## config.mk

```make
export PLATFORM = sky130hd
export DESIGN_NAME = top_out_packer
export DESIGN_NICKNAME = d
export VERILOG_FILES = /design/src/rtl/top_out_pkg.sv /design/src/rtl/top_out_fifo.sv /design/src/rtl/top_out_packer.sv
export SDC_FILE = /design/constraint.sdc
export NUM_CORES = 1
export LEC_CHECK = 0
export ABC_AREA = 1
export CAP_MARGIN = 10
export CORE_MARGIN = 10
export CORE_UTILIZATION = 64
export CTS_BUF_LIST = sky130_fd_sc_hd__clkbuf_8
export CTS_CLUSTER_SIZE = 10
export DETAILED_ROUTE_END_ITERATION = 10
export GPL_ROUTABILITY_DRIVEN = 0
export GPL_TIMING_DRIVEN = 0
export PLACE_DENSITY = 0.87
export SKIP_CTS_REPAIR_TIMING = 1
export SYNTH_ARGS = -nofsm -noshare
export SYNTH_HDL_FRONTEND = slang
export SYNTH_SLANG_ARGS = --single-unit
export TNS_END_PERCENT = 20
```

## constraint.sdc

```tcl
create_clock -name clk -period 4.2 [get_ports clk]
set_clock_uncertainty 0.05 [all_clocks]
set_input_delay 0.84 -clock clk [delete_from_list [all_inputs] [get_ports clk]]
set_output_delay 0.84 -clock clk [all_outputs]
set_load 0.02 [all_outputs]
```

## src/rtl/top_out_pkg.sv

```systemverilog
// Shared constants and the FIFO payload type for the out-packer slice.
package top_out_pkg;
  localparam int SYM_W         = 2;
  localparam int SYMS_PER_WORD = 4;
  localparam int FIFO_DEPTH    = 4;
  localparam int WORD_W        = SYM_W * SYMS_PER_WORD;
  localparam int CNT_W         = $clog2(SYMS_PER_WORD) + 1;
  localparam int LVL_W         = $clog2(FIFO_DEPTH) + 1;

  typedef struct packed {
    logic [WORD_W-1:0] data;
    logic [CNT_W-1:0]  nsym;
    logic              last;
  } word_t;
endpackage

```

## src/rtl/top_out_fifo.sv

```systemverilog
// Synchronous first-word-fall-through FIFO; dout reads 0 while empty.
// Pointers carry an extra wrap bit; push while full is ignored unless a pop frees the slot.
module top_out_fifo #(
  parameter int DEPTH = 4,
  parameter int W     = 8
) (
  input  logic                     clk,
  input  logic                     reset,
  input  logic                     push,
  input  logic [W-1:0]             din,
  output logic                     full,
  input  logic                     pop,
  output logic [W-1:0]             dout,
  output logic                     empty,
  output logic [$clog2(DEPTH):0]   level
);
  localparam int AW = $clog2(DEPTH);

  logic [AW:0]  wr_q, rd_q;
  logic [W-1:0] mem_q [DEPTH];
  logic         wr_en, rd_en;

  assign empty = (wr_q == rd_q);
  assign full  = (wr_q[AW] != rd_q[AW]) && (wr_q[AW-1:0] == rd_q[AW-1:0]);
  assign rd_en = pop && !empty;
  assign wr_en = push && (!full || rd_en);
  assign level = wr_q - rd_q;
  assign dout  = empty ? '0 : mem_q[rd_q[AW-1:0]];

  always_ff @(posedge clk) begin
    if (reset) begin
      wr_q <= '0;
      rd_q <= '0;
    end else begin
      if (wr_en) wr_q <= wr_q + 1'b1;
      if (rd_en) rd_q <= rd_q + 1'b1;
    end
  end

  // Storage needs no reset: dout is masked until a word is written.
  always_ff @(posedge clk) begin
    if (wr_en) mem_q[wr_q[AW-1:0]] <= din;
  end
endmodule

```

## src/rtl/top_out_packer.sv

```systemverilog
// Packs the 2-bit bus_out symbol stream LSB-first into words, buffered in an FWFT FIFO.
// Supports flushing a partial word; a push into a full FIFO without a pop drops the word and sets overflow.
module top_out_packer
  import top_out_pkg::*;
#(
  parameter int SYM_W         = top_out_pkg::SYM_W,
  parameter int SYMS_PER_WORD = top_out_pkg::SYMS_PER_WORD,
  parameter int FIFO_DEPTH    = top_out_pkg::FIFO_DEPTH
) (
  input  logic                                   clk,
  input  logic                                   reset,
  input  logic                                   sym_valid,
  input  logic [SYM_W-1:0]                       sym_data,
  input  logic                                   flush,
  input  logic                                   ovf_clr,
  output logic                                   word_valid,
  output logic [SYM_W*SYMS_PER_WORD-1:0]         word_data,
  output logic [$clog2(SYMS_PER_WORD):0]         word_nsym,
  output logic                                   word_last,
  input  logic                                   word_ready,
  output logic [$clog2(FIFO_DEPTH):0]            fill_level,
  output logic                                   overflow
);
  localparam int WORD_W = SYM_W * SYMS_PER_WORD;
  localparam int CNT_W  = $clog2(SYMS_PER_WORD) + 1;

  logic [WORD_W-1:0] acc_q, acc_d, acc_w;
  logic [CNT_W-1:0]  cnt_q, cnt_d, nsym_w;
  logic              ovf_q, ovf_d;
  logic              full_word_w, push_w, pop_w, drop_w;
  logic              fifo_full, fifo_empty;
  word_t             push_word, head_word;

  always_comb begin
    acc_w = acc_q;
    if (sym_valid) acc_w[cnt_q[CNT_W-2:0]*SYM_W +: SYM_W] = sym_data;
    nsym_w      = cnt_q + CNT_W'(sym_valid);
    full_word_w = sym_valid && (cnt_q == CNT_W'(SYMS_PER_WORD - 1));
    push_w      = full_word_w || (flush && (sym_valid || (cnt_q != '0)));
    pop_w       = !fifo_empty && word_ready;
    drop_w      = push_w && fifo_full && !pop_w;

    push_word.data = acc_w;
    push_word.nsym = nsym_w;
    push_word.last = flush;

    // A push always restarts the packer, even when the word is dropped.
    acc_d = acc_q;
    cnt_d = cnt_q;
    if (push_w) begin
      acc_d = '0;
      cnt_d = '0;
    end else if (sym_valid) begin
      acc_d = acc_w;
      cnt_d = cnt_q + 1'b1;
    end

    ovf_d = ovf_q;
    if (ovf_clr) ovf_d = 1'b0;
    if (drop_w)  ovf_d = 1'b1;
  end

  always_ff @(posedge clk) begin
    if (reset) begin
      acc_q <= '0;
      cnt_q <= '0;
      ovf_q <= 1'b0;
    end else begin
      acc_q <= acc_d;
      cnt_q <= cnt_d;
      ovf_q <= ovf_d;
    end
  end

  top_out_fifo #(
    .DEPTH (FIFO_DEPTH),
    .W     ($bits(word_t))
  ) u_fifo (
    .clk   (clk),
    .reset (reset),
    .push  (push_w),
    .din   (push_word),
    .full  (fifo_full),
    .pop   (pop_w),
    .dout  (head_word),
    .empty (fifo_empty),
    .level (fill_level)
  );

  assign word_valid = !fifo_empty;
  assign word_data  = head_word.data;
  assign word_nsym  = head_word.nsym;
  assign word_last  = head_word.last;
  assign overflow   = ovf_q;
endmodule

```

Word-level counts from Yosys, hierarchy flattened
Memory sizes are Yosys's and may differ from the RTL's. A register that Yosys moved wholly into a read port is not among the register bits.
Cells that the tools add are included.

storage, ports and cells
  bits in registers = 18
  memory bits (writable) = 48
  output and inout bits = 17
  logic and storage cells = 44
  memories kept = 1

cells by class
  add/subtract/negate cells = 6
  equal/unequal tests = 4
  shifts and indexed selects = 2
  mux-type cells = 9
  reductions and logical operators = 17

memory list
  name          words  width  rd ports  clocked after memory_dff  wr ports  line                RTL
  u_fifo.mem_q  4      12     1         1                         1         top_out_fifo.sv:20  logic [W-1:0] mem_q [DEPTH];

operator list
  kind                                                                    number
  3-bit negation with 34-bit output                                       1
  2-bit by 34-bit variable shift with 8-bit output, first input constant  1
  2-bit by 34-bit indexed part select with 8-bit output                   1
  12-bit two-way mux                                                      1
  3-bit by 1-bit adder with 3-bit output, second input constant           3
  8-bit bitwise mux                                                       1
  1-bit logical AND                                                       8
  8-bit two-way mux                                                       1
  1-bit two-way mux                                                       4
  2-bit two-way mux                                                       2
  3-bit by 1-bit adder with 3-bit output                                  1
  3-bit by 2-bit equality test with 1-bit output, second input constant   1
  3-bit equality test                                                     1
  1-bit zero test                                                         3
  1-bit logical OR                                                        3
  3-bit nonzero test                                                      1
  3-bit subtractor                                                        1
  2-bit equality test                                                     1
  2-bit nonzero test                                                      1
  2-bit OR reduction                                                      1
  1-bit != test                                                           1

Longest topological paths before layout
Gate-level depths: netlist of run 1.

  depth after elaboration = 8
  gate-level depth with buffers = 9
  gate-level depth less buffers = 9

Modules after synthesis
From an unflattened synthesis of run 1, not the netlist that was laid out.

second synthesis, totals
  cells, all modules = 312
  area total of the unflattened synthesis = 3,170.5 µm²

modules (own cells, without submodules)
  module          times used  cells each  area each (µm²)
  top_out_fifo    1           213         2,424.8
  top_out_packer  1           99          745.7

Least setup slack after synthesis of run 1
No wires, ideal clock.

  path type = register to output
  from = register u_fifo.wr_q[0]
  to = output word_data[0]
  data arrival time = 1,520 ps
  data required time = 3,310 ps
  path slack = 1,790 ps
  stages on the path, launching flop included = 9
  cells stage by stage = dfxtp_1 > inv_1 > ha_1 > nand2_1 > inv_1 > nand3_2 > inv_2 > buf_6 > a21oi_1

on the way
  word-level cells in the longest chain between the ends = 2

ends and longest elaborated chain
  element                   line                  RTL
  start: declaration        top_out_fifo.sv:19    logic [AW:0] wr_q, rd_q;
  start signal: assignment  top_out_fifo.sv:35    if (wr_en) wr_q <= wr_q + 1'b1;
  3-bit equality test       top_out_fifo.sv:23    assign empty = (wr_q == rd_q);
  12-bit two-way mux        top_out_fifo.sv:28    assign dout = empty ? '0 : mem_q[rd_q[AW-1:0]];
  end: declaration          top_out_packer.sv:17  output logic [SYM_W*SYMS_PER_WORD-1:0] word_data,

Every way passes these cells.

Worst setup path after layout of run 1
  from = register u_fifo.wr_q[0]
  to = output word_nsym[1]

on the way
  word-level cells in the longest chain between the ends = 2

ends and longest elaborated chain
  element              line                  RTL
  3-bit equality test  top_out_fifo.sv:23
  12-bit two-way mux   top_out_fifo.sv:28
  end: declaration     top_out_packer.sv:18  output logic [$clog2(SYMS_PER_WORD):0] word_nsym,

Every way passes these cells.

==> out/qor.yml, run 1 <==
status:
  status: "complete, no violations"
floorplan:
  die_area_um2: 8040
  core_um2: 4720
  initial_core_util_pct: 65.8
  rows: 25
  fp.dieH_um: 89.7
  dieWidth_um: 89.7
  top_level_ports: 25
sta:
  setup-violations-final: 0
  tns_ns: 0
  slew_viol_final: 0
  rsz0062_at_grt: "no"
  fin_crit_sh_pct: 78.7
  finalHoldViolCount: 0
  worst_slew_pin_slew_ns: 1.15
  relSlewSlack_pct: 23.0
  layout_min_cycle_time_ns: 3.30
  timing.fmax_ghz: 0.303
hold_path:
  hp-class: "flip-flop to flip-flop"
  min_from: "overflow"
pwr:
  p_per_area_nw_per_um2: 514
  p_leak_nw: 1.44
  ir_drop_mv: 0.320
setup_path:
  end_kind: "output port"
  crit_type: "flip-flop to output port"
  worst_setup_path_start_kind: "flip-flop"
  r2r-start: "cnt_q[0]"
  critPathArrivalTime_ns: 2.41
  cp_max_fo: 10
  crit_required_ns: 3.31
  cp-startpoint: "u_fifo.wr_q[0]"
routing:
  ant_nets: 0
  dr.pass1.iters: 4
  drcViolationCount: 0
  routed_wl_um: 6640
  vias: 2198
  wl_per_cell_um: 16.2
  avgViaCountPerCell: 5.37
  drt_iter0_markers: 137
run:
  cap_viol_max_count: 0
grt:
  grt_pass1_wl_um: 10400
  grt_pass1_vias: 2248
  grt_overflow: 0
  grt_antenna_before_repair: 0
  grt_use_total_pct: 17.5
  grt_max_degree: 14
cts:
  clock-root-buffer: "clkbuf_8"
  clock_latency_ns: 0.34
  cts-htree-levels: 3
  clock_path_buffers: 2
  cts_tree: "built"
  path_clk_slew_ns: 0.07
  clock-sinks: 68
  cts_buffers: 9
synthesis:
  synth_simple_gate_area_share_pct: 17.1
  ys_types: 26
  syn-cell-area_um2: 3110
  ys_seq_area_share_pct: 59.3
  synth_compound_area_share_pct: 10.2
  synthAdderAreaFrac_pct: 6.68
  synth_fp_nets: 326
  syn_inst: 302
  yosysWarningCount: 0
  synth.avg_cell_area_um2: 10.3
  yosys-mux-area-fraction_pct: 0
  synth_top_family_by_area: "simple AND/OR/NAND/NOR gates"
  synthXorXnorAreaFrac_pct: 1.13
  ys_seq_elements: 68
cells_and_area:
  antenna_cells: 0
  final_common_cell: "nor2_1"
  most-common-layout-cells: "62 x nor2_1, 48 x edfxtp_1, 39 x nand2_1"
  design_area_um2: 3650
  drive_gt1_share_pct: 14.9
  final_net_count: 361
  fillers: 295
  area_growth_pct: 17.6
  postLayoutCoreUtil_pct: 77.4
place:
  io_buffer_count: 24
  hpwl_um: 4360
  placed_area_um2: 3430
[routing by layer]
layer  wire length, um  track usage, %
met5                 0               0
met2              3370            29.7
met4               100            11.1
met3               438            4.33
met1              2730            19.2
[sequential cells by signal, indices dropped and copies added, names as in the netlist, named ones only]
name and count:
u_fifo.rd_q 3, u_fifo.wr_q 3, overflow 1, cnt_q 3, acc_q 8, u_fifo.mem_q 48
[per-stage QoR]
stage	setup slack [ns]	hold slack (ns)	total power, mW	std cells
after global routing	0.766	0.452	1.96	409
after CTS	0.872	0.430	1.89	409
after detailed placement	1.04	0.414	1.30	393
after floorplan	1.79	0.411	1.09	302
after global placement	1.12	0.406	1.28	393
final	0.896	0.422	1.88	409
[cell families (layout without fill, tap and decap cells)]
group	count (synthesis)	in the layout
buffers and inverters	36	76
AND/OR/NAND/NOR	123	123
AO/OA/AOI/OAI	55	55
XOR/XNOR	4	4
flip-flops	68	68
adder cells (fa/ha/maj)	16	16
[power breakdown]
| part | leakage, nW | switching, mW | internal (mW) |
|---|---|---|---|
| sequential | 0.595 | 0.0180 | 0.748 |
| clock | 0.110 | 0.254 | 0.337 |
| combinational | 0.737 | 0.313 | 0.209 |
| total | 1.44 | 0.585 | 1.29 |
[cell type report]
type / count / area (um^2) / area share, %
plain buffers: 10 / 76.3 / 2.09
clock buffers: 9 / 124 / 3.39
clock inverters: 7 / 98.8 / 2.70
inverters: 26 / 97.6 / 2.67
multi-input cells: 198 / 1090 / 29.9
flip-flops and latches: 68 / 1840 / 50.4
well taps: 67 / 83.8 / 2.29
repair buffers: 24 / 240 / 6.57
[critical path: stages (launching register included)]
cell,delay [ns]
dfxtp_1,0.38
inv_1,0.11
ha_1,0.31
nand2_1,0.08
inv_1,0.05
nand3_2,0.10
inv_2,0.07
buf_6,0.14
a21oi_1,0.17
clkdlybuf4s50_1,0.66
[final timing paths]
path / to / slack (ns) / cells past startpoint
max reg2reg: u_fifo.mem_q[3][2] / 1.61 / 7
max: word_nsym[1] / 0.90 / 9
min: overflow / 0.42 / 2
min reg2reg: overflow / 0.42 / 2
[synthesized netlist by cell type, drive strengths merged]
master / number / area share, %
o21ai: 27 / 4.5
nand4: 2 / 0.40
buf: 8 / 2.1
a21oi: 28 / 5.7
fa: 1 / 0.64
or2: 1 / 0.20
edfxtp: 48 / 46
nand2: 46 / 6.8
clkbuf: 2 / 0.32
nor3: 3 / 0.48
nand3: 8 / 1.6
inv: 26 / 3.1
ha: 15 / 6.0
nor2: 63 / 7.7
xor2: 4 / 1.1
dfxtp: 20 / 13
Power figures use the tool's default switching activity.
==> run 2: changes to the inputs <==
--- a/config.mk
+++ b/config.mk
@@ -8,13 +8,13 @@
 export ABC_AREA = 1
 export CAP_MARGIN = 10
 export CORE_MARGIN = 10
-export CORE_UTILIZATION = 64
+export CORE_UTILIZATION = 54
 export CTS_BUF_LIST = sky130_fd_sc_hd__clkbuf_8
 export CTS_CLUSTER_SIZE = 10
 export DETAILED_ROUTE_END_ITERATION = 10
 export GPL_ROUTABILITY_DRIVEN = 0
 export GPL_TIMING_DRIVEN = 0
-export PLACE_DENSITY = 0.87
+export PLACE_DENSITY = 0.78
 export SKIP_CTS_REPAIR_TIMING = 1
 export SYNTH_ARGS = -nofsm -noshare
 export SYNTH_HDL_FRONTEND = slang
==> constraint.sdc (replaced) <==
create_clock -name clk -period 2.7 [get_ports clk]
set_clock_uncertainty 0.05 [all_clocks]
set_input_delay 0.54 -clock clk [delete_from_list [all_inputs] [get_ports clk]]
set_output_delay 0.54 -clock clk [all_outputs]
set_load 0.02 [all_outputs]
==> out/qor.yml, run 2 (synthesized netlist as in run 1, its figures left out) <==
routing:
  wl_per_cell_um: 15.2
  drt_iter0_markers: 96
  drcViolationCount: 0
  dr.pass1.iters: 4
  avgViaCountPerCell: 5.14
  routed_wl_um: 6300
  ant_nets: 0
  vias: 2130
sta:
  timing.fmax_ghz: 0.390
  worst_slew_pin_slew_ns: 1.11
  tns_ns: 0
  rsz0062_at_grt: "no"
  layout_min_cycle_time_ns: 2.57
  relSlewSlack_pct: 25.9
  setup-violations-final: 0
  fin_crit_sh_pct: 95.0
  slew_viol_final: 0
  setup_ws_ns: 0.135
  finalHoldViolCount: 0
floorplan:
  initial_core_util_pct: 56.1
  dieWidth_um: 95.9
  top_level_ports: 25
  die_area_um2: 9190
  rows: 27
  core_um2: 5540
  fp.dieH_um: 95.9
cts:
  clock-sinks: 68
  clock-root-buffer: "clkbuf_8"
  clock_latency_ns: 0.34
  cts_tree: "built"
  cts-htree-levels: 3
  path_clk_slew_ns: 0.08
  cts_buffers: 9
  clock_path_buffers: 2
place:
  dpl.cell_count: 398
  post-place-ws_ns: -0.173
  io_buffer_count: 24
  hpwl_um: 4290
pwr:
  ir_drop_mv: 0.365
  total_power_mw: 2.76
  p_per_area_nw_per_um2: 761
  p_leak_nw: 1.56
cells_and_area:
  fillers: 425
  area_growth_pct: 16.8
  multiInputGateArea_um2: 1100
  final_net_count: 361
  postLayoutCoreUtil_pct: 65.5
  stdcell_count: 414
  most-common-layout-cells: "59 x nor2_1, 48 x edfxtp_1, 39 x nand2_1"
  drive_gt1_share_pct: 17.5
  final_common_cell: "nor2_1"
  antenna_cells: 0
  largest_reg_flops: 48
  regArea_um2: 1840
grt:
  grt_use_total_pct: 14.4
  grt_pass1_vias: 2117
  grt_antenna_before_repair: 0
  grt_max_degree: 13
  grt_overflow: 0
  grt_pass1_wl_um: 10200
setup_path:
  path_cells: "inv_1, ha_1, nand2_1, inv_1, nand3_2, inv_2, buf_6, a21oi_1, clkbuf_2"
  cpMostUsedCell: "inv_1"
  critPathArrivalTime_ns: 1.98
  crit_required_ns: 2.11
  worst_setup_path_start_kind: "flip-flop"
  crit_slowest_cell: "dfxtp_1"
  crit_family: "buffers and inverters"
  end_kind: "output port"
  crit_path_max_incr_delay_ns: 0.42
  cp_num_buf_inv: 5
  cp_max_fo: 10
  crit_type: "flip-flop to output port"
hold_path:
  hp-class: "flip-flop to flip-flop"
status:
  status: "complete, no violations"
run:
  cap_viol_max_count: 0
-- run 2: cell types whose count changed in the layout (fill, tap and decap cells not counted) --
cell and delta:
clkdlybuf4s50_1 -14, dlymetal6s2s_1 +8, clkbuf_2 +6, nor2_1 -3, nor2_2 +3, bufinv_16 -1
clkinv_2 +1, dfxtp_1 -1, dfxtp_2 +1, inv_1 +1, inv_6 -1
-- run 2: cell type report --
class	instances	share of cell area (%)
clock buffers	9	3.41
multi-input cells	198	30.3
repair buffers	24	6.34
inverters	26	2.69
plain buffers	10	2.10
well taps	72	2.48
clock inverters	7	1.90
flip-flops and latches	68	50.8
-- run 2: worst paths after layout --
| check | cells past startpoint | slack [ns] | end | start |
|---|---|---|---|---|
| worst max-delay path | 9 | 0.13 | word_last | u_fifo.rd_q[1] |
| worst min-delay path | 2 | 0.42 | overflow | overflow |
| worst max register to register | 7 | 0.17 | u_fifo.mem_q[1][6] | cnt_q[0] |
| worst min register to register | 2 | 0.42 | overflow | overflow |
-- run 2: per-stage QoR --
step | cell area, um^2 | hold WS, ns
2_1_floorplan | 3110 | 0.411
3_3_place_gp | 3440 | 0.407
3_5_place_dp | 3440 | 0.406
4_1_cts | 3630 | 0.425
5_1_grt | 3630 | 0.447
6_report | 3630 | 0.420
-- run 2: tightest hold or removal path, cell delays in order, from the launching register on --
cell and delay (ns):
dfxtp_1 0.31, nand2_1 0.06, a21oi_1 0.05
-- run 2: metal layers --
layer	wire, um	share of wire (%)	vias up	track usage, %
met3	239	3.8	9	4.44
met5	0	0	-	0
met1	2840	45	1000	16.6
met4	104	1.7	0	5.65
li1	-	-	1078	-
met2	3120	50	43	24.4
-- run 2: power breakdown --
group | leakage [nW] | internal (mW) | switching (mW)
combinational | 0.860 | 0.281 | 0.479
clock | 0.100 | 0.423 | 0.387
sequential | 0.596 | 1.16 | 0.0285
